--- src/rtl/hdmi_video_encoder.sv ---
// HDMI/DVI video transmitter: CEA-861 raster timing, pixel coordinates and
// TMDS encoding of 24-bit RGB into three 10-bit channel words.
module hdmi_video_encoder #(
    parameter int VIDEO_ID_CODE = 4,
    parameter bit DVI_OUTPUT    = 1'b0,
    parameter int START_X       = 0,
    parameter int START_Y       = 0
) (
    input  logic            clk_pixel,
    input  logic            reset,
    input  logic [23:0]     rgb,
    output logic [10:0]     cx,
    output logic [9:0]      cy,
    output logic [10:0]     frame_width,
    output logic [9:0]      frame_height,
    output logic [2:0][9:0] tmds,
    output logic [9:0]      tmds_clock
);

    generate
        if (VIDEO_ID_CODE != 1 && VIDEO_ID_CODE != 4) begin : g_bad_id
            $error("hdmi_video_encoder: unsupported VIDEO_ID_CODE");
        end
    endgenerate

    localparam bit          ID1      = (VIDEO_ID_CODE == 1);
    localparam logic [10:0] H_ACT    = ID1 ? 11'd640 : 11'd1280;
    localparam logic [10:0] H_FP     = ID1 ? 11'd16  : 11'd110;
    localparam logic [10:0] H_SYNC   = ID1 ? 11'd96  : 11'd40;
    localparam logic [10:0] H_BP     = ID1 ? 11'd48  : 11'd220;
    localparam logic [9:0]  V_ACT    = ID1 ? 10'd480 : 10'd720;
    localparam logic [9:0]  V_FP     = ID1 ? 10'd10  : 10'd5;
    localparam logic [9:0]  V_SYNC   = ID1 ? 10'd2   : 10'd5;
    localparam logic [9:0]  V_BP     = ID1 ? 10'd33  : 10'd20;
    localparam bit          SYNC_POS = !ID1;
    localparam logic [10:0] H_TOT    = H_ACT + H_FP + H_SYNC + H_BP;
    localparam logic [9:0]  V_TOT    = V_ACT + V_FP + V_SYNC + V_BP;

    localparam logic [9:0] GUARD_02 = 10'b1011001100;
    localparam logic [9:0] GUARD_1  = 10'b0100110011;

    typedef enum logic [1:0] {
        PER_CTRL,
        PER_PREAMBLE,
        PER_GUARD,
        PER_VIDEO
    } period_e;

    typedef struct packed {
        logic [9:0]        sym;
        logic signed [5:0] cnt;
    } enc_t;

    function automatic logic [9:0] ctrl_sym(input logic [1:0] c);
        case (c)
            2'b00:   return 10'b1101010100;
            2'b01:   return 10'b0010101011;
            2'b10:   return 10'b0101010100;
            default: return 10'b1010101011;
        endcase
    endfunction

    // cnt tracks ones-minus-zeros of the transmitted stream for this channel.
    function automatic enc_t tmds_encode(input logic [7:0] d, input logic signed [5:0] cnt);
        logic [8:0]        qm;
        logic [3:0]        n1;
        logic signed [5:0] diff;
        enc_t              r;
        n1    = 4'($countones(d));
        qm    = '0;
        qm[0] = d[0];
        if (n1 > 4'd4 || (n1 == 4'd4 && !d[0])) begin
            for (int unsigned i = 1; i < 8; i++) qm[i] = ~(qm[i-1] ^ d[i]);
            qm[8] = 1'b0;
        end else begin
            for (int unsigned i = 1; i < 8; i++) qm[i] = qm[i-1] ^ d[i];
            qm[8] = 1'b1;
        end
        diff = $signed({1'b0, 4'($countones(qm[7:0])), 1'b0}) - 6'sd8;
        r    = '0;
        if (cnt == 6'sd0 || diff == 6'sd0) begin
            r.sym = {~qm[8], qm[8], qm[8] ? qm[7:0] : ~qm[7:0]};
            r.cnt = qm[8] ? cnt + diff : cnt - diff;
        end else if ((cnt > 6'sd0 && diff > 6'sd0) || (cnt < 6'sd0 && diff < 6'sd0)) begin
            r.sym = {1'b1, qm[8], ~qm[7:0]};
            r.cnt = cnt - diff + (qm[8] ? 6'sd2 : 6'sd0);
        end else begin
            r.sym = {1'b0, qm[8], qm[7:0]};
            r.cnt = cnt + diff - (qm[8] ? 6'sd0 : 6'sd2);
        end
        return r;
    endfunction

    logic [10:0]       cx_q, cx_d;
    logic [9:0]        cy_q, cy_d;
    logic [2:0][9:0]   tmds_q, tmds_d;
    logic signed [5:0] cnt_q [3];
    logic signed [5:0] cnt_d [3];

    logic    active, hs_in, vs_in, hsync, vsync, next_line_active;
    period_e period;
    enc_t    enc;

    always_comb begin
        cx_d = cx_q + 11'd1;
        cy_d = cy_q;
        if (cx_q == H_TOT - 11'd1) begin
            cx_d = '0;
            cy_d = (cy_q == V_TOT - 10'd1) ? '0 : cy_q + 10'd1;
        end
    end

    always_comb begin
        active           = (cx_q < H_ACT) && (cy_q < V_ACT);
        hs_in            = (cx_q >= H_ACT + H_FP) && (cx_q < H_ACT + H_FP + H_SYNC);
        vs_in            = (cy_q >= V_ACT + V_FP) && (cy_q < V_ACT + V_FP + V_SYNC);
        hsync            = SYNC_POS ? hs_in : ~hs_in;
        vsync            = SYNC_POS ? vs_in : ~vs_in;
        next_line_active = (cy_q == V_TOT - 10'd1) || (cy_q < V_ACT - 10'd1);
        period           = PER_CTRL;
        if (active) begin
            period = PER_VIDEO;
        end else if (!DVI_OUTPUT && next_line_active && cx_q >= H_TOT - 11'd2) begin
            period = PER_GUARD;
        end else if (!DVI_OUTPUT && next_line_active && cx_q >= H_TOT - 11'd10) begin
            period = PER_PREAMBLE;
        end
    end

    // Disparity is only carried across consecutive video cycles; every blank cycle clears it.
    always_comb begin
        enc       = '0;
        cnt_d     = '{default: '0};
        tmds_d[0] = ctrl_sym({vsync, hsync});
        tmds_d[1] = ctrl_sym(2'b00);
        tmds_d[2] = ctrl_sym(2'b00);
        case (period)
            PER_VIDEO: begin
                for (int unsigned ch = 0; ch < 3; ch++) begin
                    enc        = tmds_encode(rgb[8*ch +: 8], cnt_q[ch]);
                    tmds_d[ch] = enc.sym;
                    cnt_d[ch]  = enc.cnt;
                end
            end
            PER_GUARD: begin
                tmds_d[0] = GUARD_02;
                tmds_d[1] = GUARD_1;
                tmds_d[2] = GUARD_02;
            end
            PER_PREAMBLE: tmds_d[1] = ctrl_sym(2'b01);
            default: ;
        endcase
    end

    always_ff @(posedge clk_pixel or posedge reset) begin
        if (reset) begin
            cx_q   <= 11'(START_X);
            cy_q   <= 10'(START_Y);
            tmds_q <= {3{10'b1101010100}};
            cnt_q  <= '{default: '0};
        end else begin
            cx_q   <= cx_d;
            cy_q   <= cy_d;
            tmds_q <= tmds_d;
            cnt_q  <= cnt_d;
        end
    end

    assign cx           = cx_q;
    assign cy           = cy_q;
    assign tmds         = tmds_q;
    assign frame_width  = H_TOT;
    assign frame_height = V_TOT;
    assign tmds_clock   = 10'b0000011111;

endmodule

--- config.mk ---
export PLATFORM = sky130hd
export DESIGN_NAME = hdmi_video_encoder
export DESIGN_NICKNAME = d
export VERILOG_FILES = /design/src/rtl/hdmi_video_encoder.sv
export SDC_FILE = /design/constraint.sdc
export NUM_CORES = 1
export LEC_CHECK = 0
export ABC_AREA = 1
export BUFFER_PORTS_ARGS = -buffer_cell sky130_fd_sc_hd__buf_2
export CAP_MARGIN = 25
export CORE_MARGIN = 2
export CORE_UTILIZATION = 45
export DETAILED_ROUTE_END_ITERATION = 10
export PLACE_DENSITY = 0.66
export RECOVER_POWER = 100
export SLEW_MARGIN = 20
export SYNTH_ARGS = -nofsm -noshare
export SYNTH_HDL_FRONTEND = slang
export SYNTH_SLANG_ARGS = --single-unit
export TNS_END_PERCENT = 20
--- constraint.sdc ---
create_clock -name clk_pixel -period 5.83 [get_ports clk_pixel]
set_input_delay 0.583 -clock clk_pixel [delete_from_list [all_inputs] [get_ports clk_pixel]]
set_output_delay 0.583 -clock clk_pixel [all_outputs]
set_load 0.05 [all_outputs]
Word level (Yosys, flattened, before mapping). Cells that the tools add are included.

Output and inout bits: 82. Input port bits: 26. Bits in registers: 69.

Eq/ne operators: 10. Reduce and logical (&&, ||, !) cells: 34. Add/sub/neg operators: 59. Bitwise gates (word level): 66. Order comparisons: 24. Multiplexer cells: 34.

Operators with widths (count): 16-bit 2-to-1 mux (6); 8-bit 2-to-1 mux (9); 10-bit one-hot mux with 3 select lines (2); 1-bit by 1-bit adder with 2-bit output (24); 10-bit one-hot mux with 2 select lines (2); 1-bit XOR (39); 2-bit by 2-bit adder with 3-bit output (12); 6-bit by 1-bit greater-than comparator with 1-bit output (second input constant) (6); 6-bit logical NOT (6); 6-bit by 1-bit less-than comparator with 1-bit output (second input constant) (6); 11-bit greater-or-equal comparator (second input constant) (3); 10-bit less-than comparator (second input constant) (3); 3-bit by 3-bit adder with 4-bit output (6); 1-bit inverter (24); 8-bit inverter (3); 11-bit less-than comparator (second input constant) (2); 6-bit by 3-bit adder with 6-bit output (3); 6-bit adder (3); 18-bit 2-to-1 mux (1); 6-bit 2-to-1 mux (3); 5-bit by 4-bit subtractor with 6-bit output (second input constant) (3); 6-bit by 3-bit subtractor with 6-bit output (3); 6-bit subtractor (3); 2-bit 2-to-1 mux (8); 16 further kinds (47).

Longest topological paths before layout.
Depth in word-level cells: 26. Depth in mapped cells: 35. Mapped depth without buffers: 35.

Least setup slack after synthesis. OpenSTA, ideal clock, no wires.

Path type: input -> register. Start point: input port rgb[16]. End point: register cnt_q[5] in the netlist's numbering. Arrival time: 7340 ps. Cell stages on the path: 28. Data required time: 5736 ps. Path slack: -1604 ps. Cell sequence: inv_1 -> fa_1 -> fa_1 -> fa_1 -> inv_1 -> ha_1 -> fa_1 -> o31ai_1 -> nand2_1 -> buf_2 -> xor2_1 -> fa_1 -> fa_1 -> inv_1 -> fa_1 -> inv_1 -> ha_1 -> inv_1 -> fa_1 -> xor2_1 -> inv_1 -> ha_1 -> ha_1 -> o31ai_1 -> xor2_1 -> xor2_1 -> o21ai_0 -> a211oi_1.

RTL lines: from (decl) (line 11) `input logic [23:0] rgb,`; to (signal assigned) (line 165) `cnt_q <= cnt_d;`; to (decl) (line 97) `logic signed [5:0] cnt_q [3];`.

==> reports/metrics.csv <==
metric,value,unit
rows,45,
initial_core_util,0.458,
wl_per_cell,14.1,um
timing_hold_violations_final,0,
setup_viol,42,
synth_top_area_cell,dfrtp_1,
cts_root_buf,clkbuf_16,
die_x,128,um
drv_cap,1,
tns,-42630,ps
mappedNetlistArea,6940,um^2
synth_top_area_frac,0.184,
place.gp.congestion,0.883,
critical_path_buf_inv_count,10,
met2_usage,0.413,
yosysMostFrequentCell,inv_1,
worst_path_most_repeated_cell,fa_1,
clk_latency,340,ps
crit_path_end_kind,register,
violations,"max-capacitance violations, max-slew violations, negative setup slack",
ys_warn_count,0,
finalNonFillerCells,1368,
fin_skew,10.2,ps
fin_util,0.664,
fin_nets,1309,
max-slew-margin-rel,-1.47,
clkSinkCount,66,
cpPeakStageDelay,560,ps
placed_cells,1331,
fmax,139,MHz
drt-initial-drc-count,469,
cts_tree,done,
die_h,128,um
crit_path_top_delay_cell,fa_1,
worst_pin_slew,3710,ps
numPortBuffers,76,
synth_edf_count,0,
cts_made_buffers,9,
cts_hold_buf,0,
grt_antenna_before_repair,0,
drc,0,
gr-total-overflow,0,
clkSlewWorstSetupHoldPaths,60,ps
grt_pass1_wl,31300,um
grtUsageMet3,0.0351,
arrival,7420,ps
period_share,1.24,
design_area,10100,um^2
seqCellArea,1670,um^2
avgSynthCellArea,7.67,um^2
grt_util_met1,0.316,
status,"complete, but fails checks",
critPathTopFamily,adder cells,
io_pins,108,
yosys-top-cells-area,"dfrtp_1, ha_1, fa_1, inv_1, nand2_1",
drt_wl_total,19300,um
hpwlAfterDp,14700,um
async_flop_share,1.00,
vias,6802,
rsz0062_at_grt,yes,
cp-start-kind,primary input,
path_max_fanout,3,
viasPerCell,4.97,
placed_area,9090,um^2
slew_violations,67,
min_period,7210,ps
cts_htree_levels,3,
drtPass1Iterations,7,
grt-busiest-layer,met2,
num-fill-cells,1303,
fp.dieArea,16400,um^2
core_area,15100,um^2
synth_seq_area_share,0.241,
synth_cell_type_count,45,
grt_start_max_net_pins,67,
postSynthCellCount,905,
crit_type,primary input to register,
ys_ff_latch,66,
globalRouteTotalUtil,0.239,
synthFlopType,dfrtp_1,
timing.final.ws_setup,-1380,ps
ctsLongestPathBuffers,2,
grt_pass1_vias,6674,
drive_above_1_share,0.387,
synth_common_cells,"inv_1, nand2_1, ha_1, nor2_1, nand3_1",
multi_input_area,5380,um^2
required,6050,ps
ant_nets,0,
antenna_cells,0,
syn2layout_area_growth,44.9,%
hp-class,register to register,
-- kinds of logic (layout without fill, tap and decap cells) --
group / count (synthesis) / after routing / share of synthesized area
AND/OR/NAND/NOR: 338 / 338 / 0.221
buffers and inverters: 202 / 448 / 0.126
AO/OA/AOI/OAI: 143 / 143 / 0.123
adder cells (fa/ha/maj): 108 / 108 / 0.227
flip-flops: 66 / 66 / 0.241
XOR/XNOR: 46 / 46 / 0.0602
other: 2 / 31 / 0.00108
-- repair_timing --
item                       CTS  global route
setup endpoints to repair   42            42
resized for setup           98            74
buffers inserted             8            15
pin swaps                   46            47
-- area by class of cell --
type,instances,area share
multi-input cells,666,0.535
clock inverters,6,0.00423
well taps,188,0.0234
inverters,165,0.0663
repair buffers,267,0.183
flip-flops and latches,66,0.166
clock buffers,10,0.0228
-- routing by layer --
| metal | vias to the layer above | share of wire |
|---|---|---|
| li1 | 3385 | - |
| met1 | 3220 | 0.44 |
| met2 | 174 | 0.50 |
| met3 | 23 | 0.039 |
| met4 | 0 | 0.015 |
| met5 | - | 0 |
-- state kept, by name, indices dropped and copies added (netlist names) --
register / flops
cnt_q: 15
cx: 11
cy: 10
tmds: 30
-- stage by stage --
| stage | hold slack (ps) | setup WS [ps] |
|---|---|---|
| 2_1_floorplan | 668 | -1390 |
| 3_3_place_gp | 509 | -1870 |
| 3_5_place_dp | 509 | -1950 |
| 6_report | 514 | -1380 |
| 5_1_grt | 555 | -1680 |
| 4_1_cts | 516 | -1350 |
-- final timing paths --
path | startpoint | endpoint | slack (ps) | depth (start not counted)
max | rgb[16] | cnt_q[5] | -1380 | 32
max in group asynchronous | reset | cx[0] | 2070 | 3
min | cx[0] | cx[0] | 510 | 1
min in group asynchronous | reset | tmds[21] | 1670 | 3
max reg2reg | cy[4] | tmds[6] | 3270 | 11
min reg2reg | cx[0] | cx[0] | 510 | 1
-- cells in the final DEF, fill, tap and decap left out, types with 10 or more instances in the layout --
cell type	n
nand2_4	13
nor2_2	10
xor2_1	16
dfrtp_1	51
buf_4	180
o211ai_1	11
buf_2	20
clkbuf_1	53
o21ai_1	15
o21ai_0	28
inv_2	38
ha_1	50
buf_6	11
nor2_1	58
fa_1	24
xnor2_1	12
a21oi_1	33
xor2_2	11
conb_1	31
nand2_1	133
ha_4	22
dfstp_2	15
inv_1	115
nand2_2	19
nand3_1	61
Power is not shown: default switching activity piles up to over one toggle a cycle in this logic, so the estimate is an artifact.
